`config.mk`:
```
export PLATFORM = sky130hd
export DESIGN_NAME = clock_divider_flat
export DESIGN_NICKNAME = d
export VERILOG_FILES = /design/src/rtl/clock_divider_if.sv /design/src/rtl/clock_divider.sv /design/src/flat_wrapper.sv
export SDC_FILE = /design/constraint.sdc
export NUM_CORES = 1
export LEC_CHECK = 0
export BUFFER_PORTS_ARGS = -buffer_cell sky130_fd_sc_hd__buf_2
export CAP_MARGIN = 30
export CORE_ASPECT_RATIO = 1.2
export CORE_UTILIZATION = 25
export CTS_CLUSTER_DIAMETER = 60
export CTS_CLUSTER_SIZE = 14
export DETAILED_ROUTE_END_ITERATION = 12
export PLACE_DENSITY_LB_ADDON = 0.05
export SYNTH_ARGS = -nofsm -noshare
export SYNTH_HDL_FRONTEND = slang
export SYNTH_SLANG_ARGS = --single-unit
```
`constraint.sdc`:
```
create_clock -name clock -period 5.1 [get_ports clock]
set_clock_uncertainty 0.1 [all_clocks]
set_input_delay 0.51 -clock clock [delete_from_list [all_inputs] [get_ports clock]]
set_output_delay 0.51 -clock clock [all_outputs]
set_load 0.1 [all_outputs]
```
`src/rtl/clock_divider_if.sv`:
```
// Control and status bundle for the multi-channel clock divider.
// The master drives run/load/polarity controls; the slave returns divided clocks and flags.
interface clock_divider_if #(
   parameter int unsigned WIDTH    = 8,
   parameter int unsigned CHANNELS = 2
);
   logic [CHANNELS-1:0]       enable;
   logic [CHANNELS-1:0]       load;
   logic [CHANNELS*WIDTH-1:0] divisor;
   logic [CHANNELS-1:0]       invert;
   logic [CHANNELS-1:0]       out;
   logic [CHANNELS-1:0]       tick;
   logic [CHANNELS-1:0]       pending;

   modport master (
      output enable, load, divisor, invert,
      input  out, tick, pending
   );

   modport slave (
      input  enable, load, divisor, invert,
      output out, tick, pending
   );
endinterface

```
`src/rtl/clock_divider.sv`:
```
// Independent per-channel clock dividers with a shadowed divisor that is only
// applied on a terminal count, so ratio changes always land on a half-period boundary.
module clock_divider #(
   parameter int unsigned WIDTH       = 8,
   parameter int unsigned CHANNELS    = 2,
   parameter int unsigned DEFAULT_DIV = 0
) (
   input  logic           clock,
   input  logic           reset_n,
   clock_divider_if.slave bus
);

   logic [WIDTH-1:0]    cnt   [CHANNELS];
   logic [WIDTH-1:0]    div_q [CHANNELS];
   logic [WIDTH-1:0]    shd   [CHANNELS];
   logic [CHANNELS-1:0] toggle_q;
   logic [CHANNELS-1:0] tick_q;
   logic [CHANNELS-1:0] pending_q;

   always_ff @(posedge clock or negedge reset_n) begin
      if (!reset_n) begin
         for (int unsigned i = 0; i < CHANNELS; i++) begin
            cnt[i]   <= '0;
            div_q[i] <= WIDTH'(DEFAULT_DIV);
            shd[i]   <= WIDTH'(DEFAULT_DIV);
         end
         toggle_q  <= '0;
         tick_q    <= '0;
         pending_q <= '0;
      end else begin
         for (int unsigned i = 0; i < CHANNELS; i++) begin
            if (bus.enable[i]) begin
               if (cnt[i] == div_q[i]) begin
                  cnt[i]      <= '0;
                  toggle_q[i] <= ~toggle_q[i];
                  tick_q[i]   <= 1'b1;
                  if (pending_q[i]) begin
                     div_q[i]     <= shd[i];
                     pending_q[i] <= 1'b0;
                  end
               end else begin
                  cnt[i]    <= cnt[i] + 1'b1;
                  tick_q[i] <= 1'b0;
               end
               // A load on a terminal-count edge re-arms pending, deferring it one half-period.
               if (bus.load[i]) begin
                  shd[i]       <= bus.divisor[i*WIDTH +: WIDTH];
                  pending_q[i] <= 1'b1;
               end
            end else begin
               tick_q[i] <= 1'b0;
               // Clearing cnt alongside the divisor keeps cnt <= div_q.
               if (bus.load[i]) begin
                  div_q[i]     <= bus.divisor[i*WIDTH +: WIDTH];
                  shd[i]       <= bus.divisor[i*WIDTH +: WIDTH];
                  cnt[i]       <= '0;
                  pending_q[i] <= 1'b0;
               end
            end
         end
      end
   end

   assign bus.out     = toggle_q ^ bus.invert;
   assign bus.tick    = tick_q;
   assign bus.pending = pending_q;

endmodule

```
`src/flat_wrapper.sv`:
```
// flat-port wrapper written by rule: the top's interface ports become plain ports
module clock_divider_flat 
#(
   parameter int unsigned WIDTH       = 8,
   parameter int unsigned CHANNELS    = 2,
   parameter int unsigned DEFAULT_DIV = 0
)
  (clock, reset_n, bus_enable, bus_load, bus_divisor, bus_invert, bus_out, bus_tick, bus_pending);
  clock_divider_if #(.WIDTH(WIDTH), .CHANNELS(CHANNELS)) bus_i ();
  input  logic clock;
  input  logic reset_n;
  input wire logic [$bits(bus_i.enable)-1:0] bus_enable;
  input wire logic [$bits(bus_i.load)-1:0] bus_load;
  input wire logic [$bits(bus_i.divisor)-1:0] bus_divisor;
  input wire logic [$bits(bus_i.invert)-1:0] bus_invert;
  output wire logic [$bits(bus_i.out)-1:0] bus_out;
  output wire logic [$bits(bus_i.tick)-1:0] bus_tick;
  output wire logic [$bits(bus_i.pending)-1:0] bus_pending;
  assign bus_i.enable = bus_enable;
  assign bus_i.load = bus_load;
  assign bus_i.divisor = bus_divisor;
  assign bus_i.invert = bus_invert;
  assign bus_out = bus_i.out;
  assign bus_tick = bus_i.tick;
  assign bus_pending = bus_i.pending;
  clock_divider #(.WIDTH(WIDTH), .CHANNELS(CHANNELS), .DEFAULT_DIV(DEFAULT_DIV)) u_core (.clock(clock), .reset_n(reset_n), .bus(bus_i));
endmodule
```
# Word level (Yosys, flattened, before mapping)
# Cells that the tools add are included.
totals:
  regBits: 54
  input_bits: 24
  out_inout_bits: 6
  wordCells: 58
op_classes:
  addsub: 2
  eq_ne: 6
  mux: 26
  bitwise: 3
  reduce_logical: 10
ops:
  columns: ["operator", "count"]
  rows:
  - ["8-bit two-way mux", 14]
  - ["8-bit by 1-bit adder with 8-bit output, second input constant", 2]
  - ["8-bit equality test", 2]
  - ["1-bit two-way mux", 12]
  - ["2-bit by 1-bit != test with 1-bit output, second input constant", 4]
  - ["2-bit AND reduction", 4]
  - ["2-bit nonzero test", 4]
  - ["3-bit AND reduction", 2]
  - ["1-bit inverter", 2]
  - ["2-bit XOR", 1]

# Longest topological paths before layout
# Gate-level depths: netlist (run 1).
depth:
  depth_word: 4
  ltp_mapped: 6
  ltp_nobuf: 6

# Worst setup path after synthesis (run 1)
# Ideal clock, no wire load.
synth_timing:
  kind: "input to output"
  start: "in bus_invert[0]"
  end: "out bus_out[0]"
  t_arrival_ns: 1.926
  required_time_ns: 4.490
  setup_slack_ns: 2.564
  cell_stages: 1
  path_buffers: 0
  path_cell_list: "xor2_1"
synth_via:
  elab_chain_len: 1
synth_rtl:
  columns: ["item", "line_no", "text"]
  rows:
  - ["start: declaration", "flat_wrapper.sv:15", "input wire logic [$bits(bus_i.invert)-1:0] bus_invert;"]
  - ["2-bit XOR", "clock_divider.sv:64", "assign bus.out = toggle_q ^ bus.invert;"]
  - ["end: declaration", "flat_wrapper.sv:16", "output wire logic [$bits(bus_i.out)-1:0] bus_out;"]
# Every way passes these cells.

# Final worst setup path (run 1)
layout_timing:
  start: "reg u_core.cnt[4] (netlist name)"
  end: "reg u_core.cnt[6] (netlist name)"
layout_via:
  elab_chain_len: 3
  word_cells_on_any_way: 4
  classes_between: "add/sub (1); eq/ne (1); mux (2)"
layout_rtl:
  columns: ["item", "line_no", "text"]
  rows:
  - ["start: declaration", "clock_divider.sv:13", "logic [WIDTH-1:0] cnt [CHANNELS];"]
  - ["start signal: indexed assignment", "clock_divider.sv:42", "cnt[i] <= cnt[i] + 1'b1;"]
  - ["8-bit by 1-bit adder with 8-bit output / 8-bit equality test (equally long branches)", "clock_divider.sv:42, clock_divider.sv:33", null]
  - ["8-bit two-way mux (*)", "clock_divider.sv:33", "if (cnt[i] == div_q[i]) begin"]
  - ["8-bit two-way mux (*)", "clock_divider.sv:32", "if (bus.enable[i]) begin"]
# Every way passes the cells marked *; elsewhere a longest branch is shown, timed or not.
# A chain may end at the register's enable or synchronous reset.

==> results of run 1 <==
[cell usage in the layout, fill, tap and decap left out]
| master | netlist | final |
|---|---|---|
| dfrtp_1 | 54 | 54 |
| buf_2 | 5 | 29 |
| xnor2_1 | 20 | 20 |
| nand2_1 | 19 | 19 |
| mux2_2 | 18 | 18 |
| mux2i_1 | 16 | 16 |
| a21oi_1 | 16 | 16 |
| a31oi_1 | 16 | 16 |
| nor2_1 | 11 | 11 |
| o21ai_0 | 6 | 6 |
| nand3_1 | 5 | 5 |
| a211o_1 | 5 | 5 |
| clkbuf_16 | 0 | 5 |
| nand4_1 | 4 | 4 |
| nor3_1 | 4 | 4 |
| nor2b_1 | 4 | 4 |
| a22o_1 | 4 | 4 |
| inv_1 | 3 | 3 |
| o22ai_1 | 3 | 3 |
| xor2_1 | 2 | 2 |
| o21ai_4 | 2 | 2 |
| and3_1 | 2 | 2 |
| or3_1 | 2 | 2 |
| o211ai_1 | 2 | 2 |
| ha_1 | 2 | 2 |
| clkbuf_1 | 3 | 2 |
| nand2b_1 | 1 | 1 |
| o2bb2ai_1 | 1 | 1 |
| nor4_1 | 1 | 1 |
| nor3b_1 | 1 | 1 |
| a21o_1 | 1 | 1 |
| or2_2 | 1 | 1 |
| buf_4 | 0 | 1 |
[power by group]
group / leakage, nW / internal [mW] / switching, mW
combinational: 0.588 / 0.0846 / 0.115
clock: 0.0640 / 0.180 / 0.151
sequential: 0.659 / 0.482 / 0.0448
[registers in the layout, indices dropped and copies added, names as in the netlist]
name	count
u_core.bus.tick	2
u_core.bus.pending	2
u_core.div_q	16
u_core.toggle_q	2
u_core.cnt	16
u_core.shd	16
[per-layer routing]
layer | vias up | global-route usage | routed length, um
met5 | - | 0 | 0
met1 | 878 | 0.177 | 3070
met2 | 39 | 0.157 | 2330
li1 | 909 | - | -
met3 | 6 | 0.0272 | 247
met4 | 0 | 0.0448 | 96
[per-stage QoR]
stage	area (sq um)	instances	hold slack, ns
after floorplan	2640	238	0.114
after global routing	3020	389	0.350
after detailed placement	2880	382	0.392
after global placement	2880	382	0.389
after CTS	3020	389	0.300
final	3020	389	0.255
[kinds of logic (layout without fill, tap and decap cells)]
| logic type | count (synthesis) | after routing | share of synthesized area |
|---|---|---|---|
| AND/OR/NAND/NOR | 55 | 55 | 0.0981 |
| XOR/XNOR | 22 | 22 | 0.0730 |
| buffers and inverters | 15 | 40 | 0.0294 |
| AO/OA/AOI/OAI | 56 | 56 | 0.141 |
| multiplexers | 34 | 34 | 0.137 |
| flip-flops | 54 | 54 | 0.512 |
| adder cells (fa/ha/maj) | 2 | 2 | 0.00948 |
[layout make-up]
type / count / area share
Sequential cell: 54 / 0.448
Multi-Input combinational cell: 169 / 0.401
Tap cell: 126 / 0.0523
Timing Repair Buffer: 30 / 0.0506
Clock buffer: 7 / 0.0440
Inverter: 3 / 0.00373
[final timing paths]
kind | startpoint | endpoint | slack [ns] | depth (start not counted)
max in group asynchronous | reset_n | u_core.shd[9] | 4.18 | 2
setup / recovery | u_core.cnt[4] | u_core.cnt[6] | 3.02 | 5
setup reg to reg | u_core.cnt[4] | u_core.cnt[6] | 3.02 | 5
min in group clock | bus_divisor[4] | u_core.shd[12] | 0.36 | 2
hold reg to reg | u_core.toggle_q[1] | u_core.toggle_q[1] | 0.40 | 1
hold / removal | reset_n | u_core.cnt[14] | 0.26 | 2
==> impl_metrics.toml, run 1 <==
[status]
status = "finished, final reports clean"

[synth]
synthArstFlopShare = 1.00
ys.flop_type = "dfrtp_1"
netlist_area_sq_um = 2640
synthCells = 238
synth_area_leader_cell = "dfrtp_1"
yosysTopAreaCellShare = 0.512
yosysWarnings = 0
synth_edf_count = 0
synth.distinct_cells = 33
ys_seq_area_frac = 0.512
synthMostInstantiatedCell = "dfrtp_1"
synth_area_leaders = "dfrtp_1, mux2_2, xnor2_1"
synth_area_per_cell_sq_um = 11.1
synthTopCellsByCount = "dfrtp_1, xnor2_1, nand2_1"
synth.ff_latch_count = 54
synth_nets = 264

[clock_tree]
cts-root-buf = "clkbuf_16"
cts_setup_buffers = 0
cts.path.max_buffers = 2
cts.clk_slew.worst_paths_ns = 0.07
cts_resized = 0
cts_tree = "yes"
holdBufCountCts = 0
clock_sinks = 54
cts_max_level = 2
numCtsBuffers = 5
clock_latency_ns = 0.29

[floorplanning]
start_util = 0.260
die_w_um = 95.8
io_pins = 30
coreArea_sq_um = 10200
fp-row-count = 40
die-area_sq_um = 11000
die_h_um = 115

[worst_hold_path]
holdCritPathClass = "in -> async"

[critical_path]
worstPathArrival_ns = 2.16
path_buf_inv = 0
path_delay_family = "compound AO/OA/AOI/OAI gates"
slowest_delay_ns = 0.63
required_ns = 5.18
crit_chain = "xnor2_1, nand4_1, o21ai_4, nor3_1, a211o_1"
critPathMaxFanout = 28
end_kind = "flip-flop"
critPathLaunchType = "flip-flop"
critPathKind = "reg -> reg"
crit_slowest_cell = "o21ai_4"

[routing]
viasPerCell = 4.71
drtAntennaViolNets = 0
drc_errors = 0
drtIter0Drc = 96
drt-total-wl_um = 5740
vias = 1832
routedWlPerCell_um = 14.7
first_pass_iters = 4

[pwr]
ir_drop_mv = 0.133
p_leak_nw = 1.31
fin_total_pwr_mw = 1.06
powerDensity_nw_per_um2 = 351

[global_routing]
grt_pass1_wl_um = 9670
grt_pass1_vias = 1761
antenna_found_initial = 0
grt_overflow = 0
grt_max_degree = 55
gr-usage-all-layers = 0.116

[finish]
drive_gt1_frac = 0.213
insertedDiodeCount = 0
regArea_sq_um = 1350
syn2layout_area_growth_pct = 14.3
final_nets = 289
final_util = 0.297
multi_input_area_sq_um = 1210
fillers = 1061

[sta]
min_period_ns = 2.08
hold_viol_final = 0
slew_viol_final = 0
fmax_mhz = 480
setup_ws_ns = 3.02
grt_setup_unrepaired = "false"
fin_crit_sh = 0.408
setup_violations = 0
worstMarginPinSlew_ns = 0.719
timing.slew.headroom = 0.519
final.setup.tns_ns = 0

[place]
place_ws_ns = 3.00
dp_hpwl_um = 3760
gp_congestion = 0.686
portBuffers = 29

[run]
max_cap_viol_count = 0
Note: power is estimated with default switching activity, not from simulation.
==> inputs of run 2 (changes only) <==
==> constraint.sdc (replaced) <==
create_clock -name clock -period 2 [get_ports clock]
set_clock_uncertainty 0.1 [all_clocks]
set_input_delay 0.2 -clock clock [delete_from_list [all_inputs] [get_ports clock]]
set_output_delay 0.2 -clock clock [all_outputs]
set_load 0.1 [all_outputs]
==> run 2 against run 1 <==
  * Power increased to 2.6 times the previous value
  * Via count rose by 0.44%
  * Sequential share of layout area decreased by 1.8 points
  * Critical endpoint is now u_core.div_q[14]
==> impl_metrics.toml, run 2 (synthesis gave the netlist of run 1 again) <==
[finish]
final_nets = 299
drive_gt1_frac = 0.255
insertedDiodeCount = 0
layout_commonest_cell = "dfrtp_1"
syn2layout_area_growth_pct = 19.0
final_cell_mix = "dfrtp_1, buf_2, xnor2_1, nand2_1, mux2_2"
final_util = 0.309
reg_top3 = "u_core.cnt: 16 flops, u_core.div_q: 16 flops, u_core.shd: 16 flops"

[clock_tree]
numCtsBuffers = 5
clock_sinks = 54
cts_tree = "yes"
clock_latency_ns = 0.30
cts_max_level = 2
cts.path.max_buffers = 2
cts.clk_slew.worst_paths_ns = 0.07
cts-root-buf = "clkbuf_16"
cts_resized = 0

[place]
gp_congestion = 0.663
portBuffers = 29
dp_hpwl_um = 4020

[global_routing]
grt_max_degree = 35
antenna_found_initial = 0
gr-usage-all-layers = 0.117
grt_overflow = 0
grt_pass1_wl_um = 9520
grt_pass1_vias = 1786

[critical_path]
slowest_delay_ns = 0.46
crit_slowest_cell = "dfrtp_1"
critPathLaunchType = "flip-flop"
critPathMaxFanout = 14
path_delay_family = "compound AO/OA/AOI/OAI gates"
end_kind = "flip-flop"
critPathKind = "reg -> reg"
path_buf_inv = 1
required_ns = 2.12
worstPathArrival_ns = 1.96
crit_chain = "xnor2_1, nand4_1, o21ai_4, buf_4, a21oi_1, a31oi_1"

[floorplanning]
die_w_um = 95.8
die_h_um = 115
io_pins = 30
coreArea_sq_um = 10200
start_util = 0.260
fp-row-count = 40
die-area_sq_um = 11000

[status]
status = "finished, final reports clean"

[routing]
routedWlPerCell_um = 14.4
drt-total-wl_um = 5770
drtIter0Drc = 63
drc_errors = 0
vias = 1840
drtAntennaViolNets = 0
first_pass_iters = 4
viasPerCell = 4.60

[sta]
fin_crit_sh = 0.920
min_period_ns = 1.84
timing.slew.headroom = 0.625
hold_viol_final = 0
setup_violations = 0
slew_viol_final = 0
final.setup.tns_ns = 0
grt_setup_unrepaired = "false"
fmax_mhz = 543
worstMarginPinSlew_ns = 0.560

[run]
max_cap_viol_count = 0

[worst_hold_path]
holdCritPathClass = "in -> reg"

[pwr]
p_leak_nw = 1.38
ir_drop_mv = 0.301
powerDensity_nw_per_um2 = 892
==> run 2: worst paths after layout <==
kind	slack (ns)	cells after the start	endpoint	from
max in group asynchronous	0.91	3	u_core.shd[7]	reset_n
setup / recovery	0.16	6	u_core.div_q[14]	u_core.cnt[13]
min in group asynchronous	0.32	2	u_core.cnt[13]	reset_n
hold reg to reg	0.41	1	u_core.shd[1]	u_core.shd[1]
setup reg to reg	0.16	6	u_core.div_q[14]	u_core.cnt[13]
hold / removal	0.04	2	u_core.shd[11]	bus_divisor[3]
==> run 2: layout make-up <==
class / instances / area [sq um]
inverter: 3 / 11.3
tap: 126 / 158
multi-input combinational: 169 / 1230
fill: 1070 / 7020
sequential: 54 / 1350
clock inverter: 2 / 12.5
clock buffer: 6 / 139
timing repair buffer: 40 / 243
==> run 2: power breakdown <==
group          internal (mW)  switching [mW]  leakage (nW)
Sequential              1.23           0.114         0.659
Combinational          0.237           0.303         0.643
Clock                  0.498           0.420        0.0729
==> run 2: timing repair <==
action	4_1_cts	5_1_grt
hold endpoints to repair	20	0
endpoints found under the setup margin	0	4
buffers inserted	0	0
hold buffers	1	0
==> run 2: routing by layer <==
layer	share of wire	wire length, um	global-route usage	up-vias
met3	0.038	220	0.0312	5
li1	-	-	-	926
met2	0.40	2320	0.157	31
met5	0	0	0	-
met1	0.54	3140	0.177	878
met4	0.016	95	0.0448	0
==> run 2: stage by stage <==
stage	area, sq um	setup slack (ns)	std cells	hold slack, ns	power (mW)
floorplan	2660	0.0396	238	-0.196	1.77
global placement	2980	0.113	391	0.120	1.91
detailed placement	2980	0.128	391	0.123	1.91
CTS	3140	0.108	400	0.0351	2.86
global route	3140	0.00388	400	0.0394	2.95
finish	3140	0.159	400	0.0424	2.80
==> run 2: worst reg2reg max path, delay by kind of cell, from the launching register on <==
kind | cells | cell delay, ns
AO/OA/AOI/OAI | 3 | 0.59
flip-flops | 1 | 0.46
buffers and inverters | 1 | 0.24
XOR/XNOR | 1 | 0.19
AND/OR/NAND/NOR | 1 | 0.18
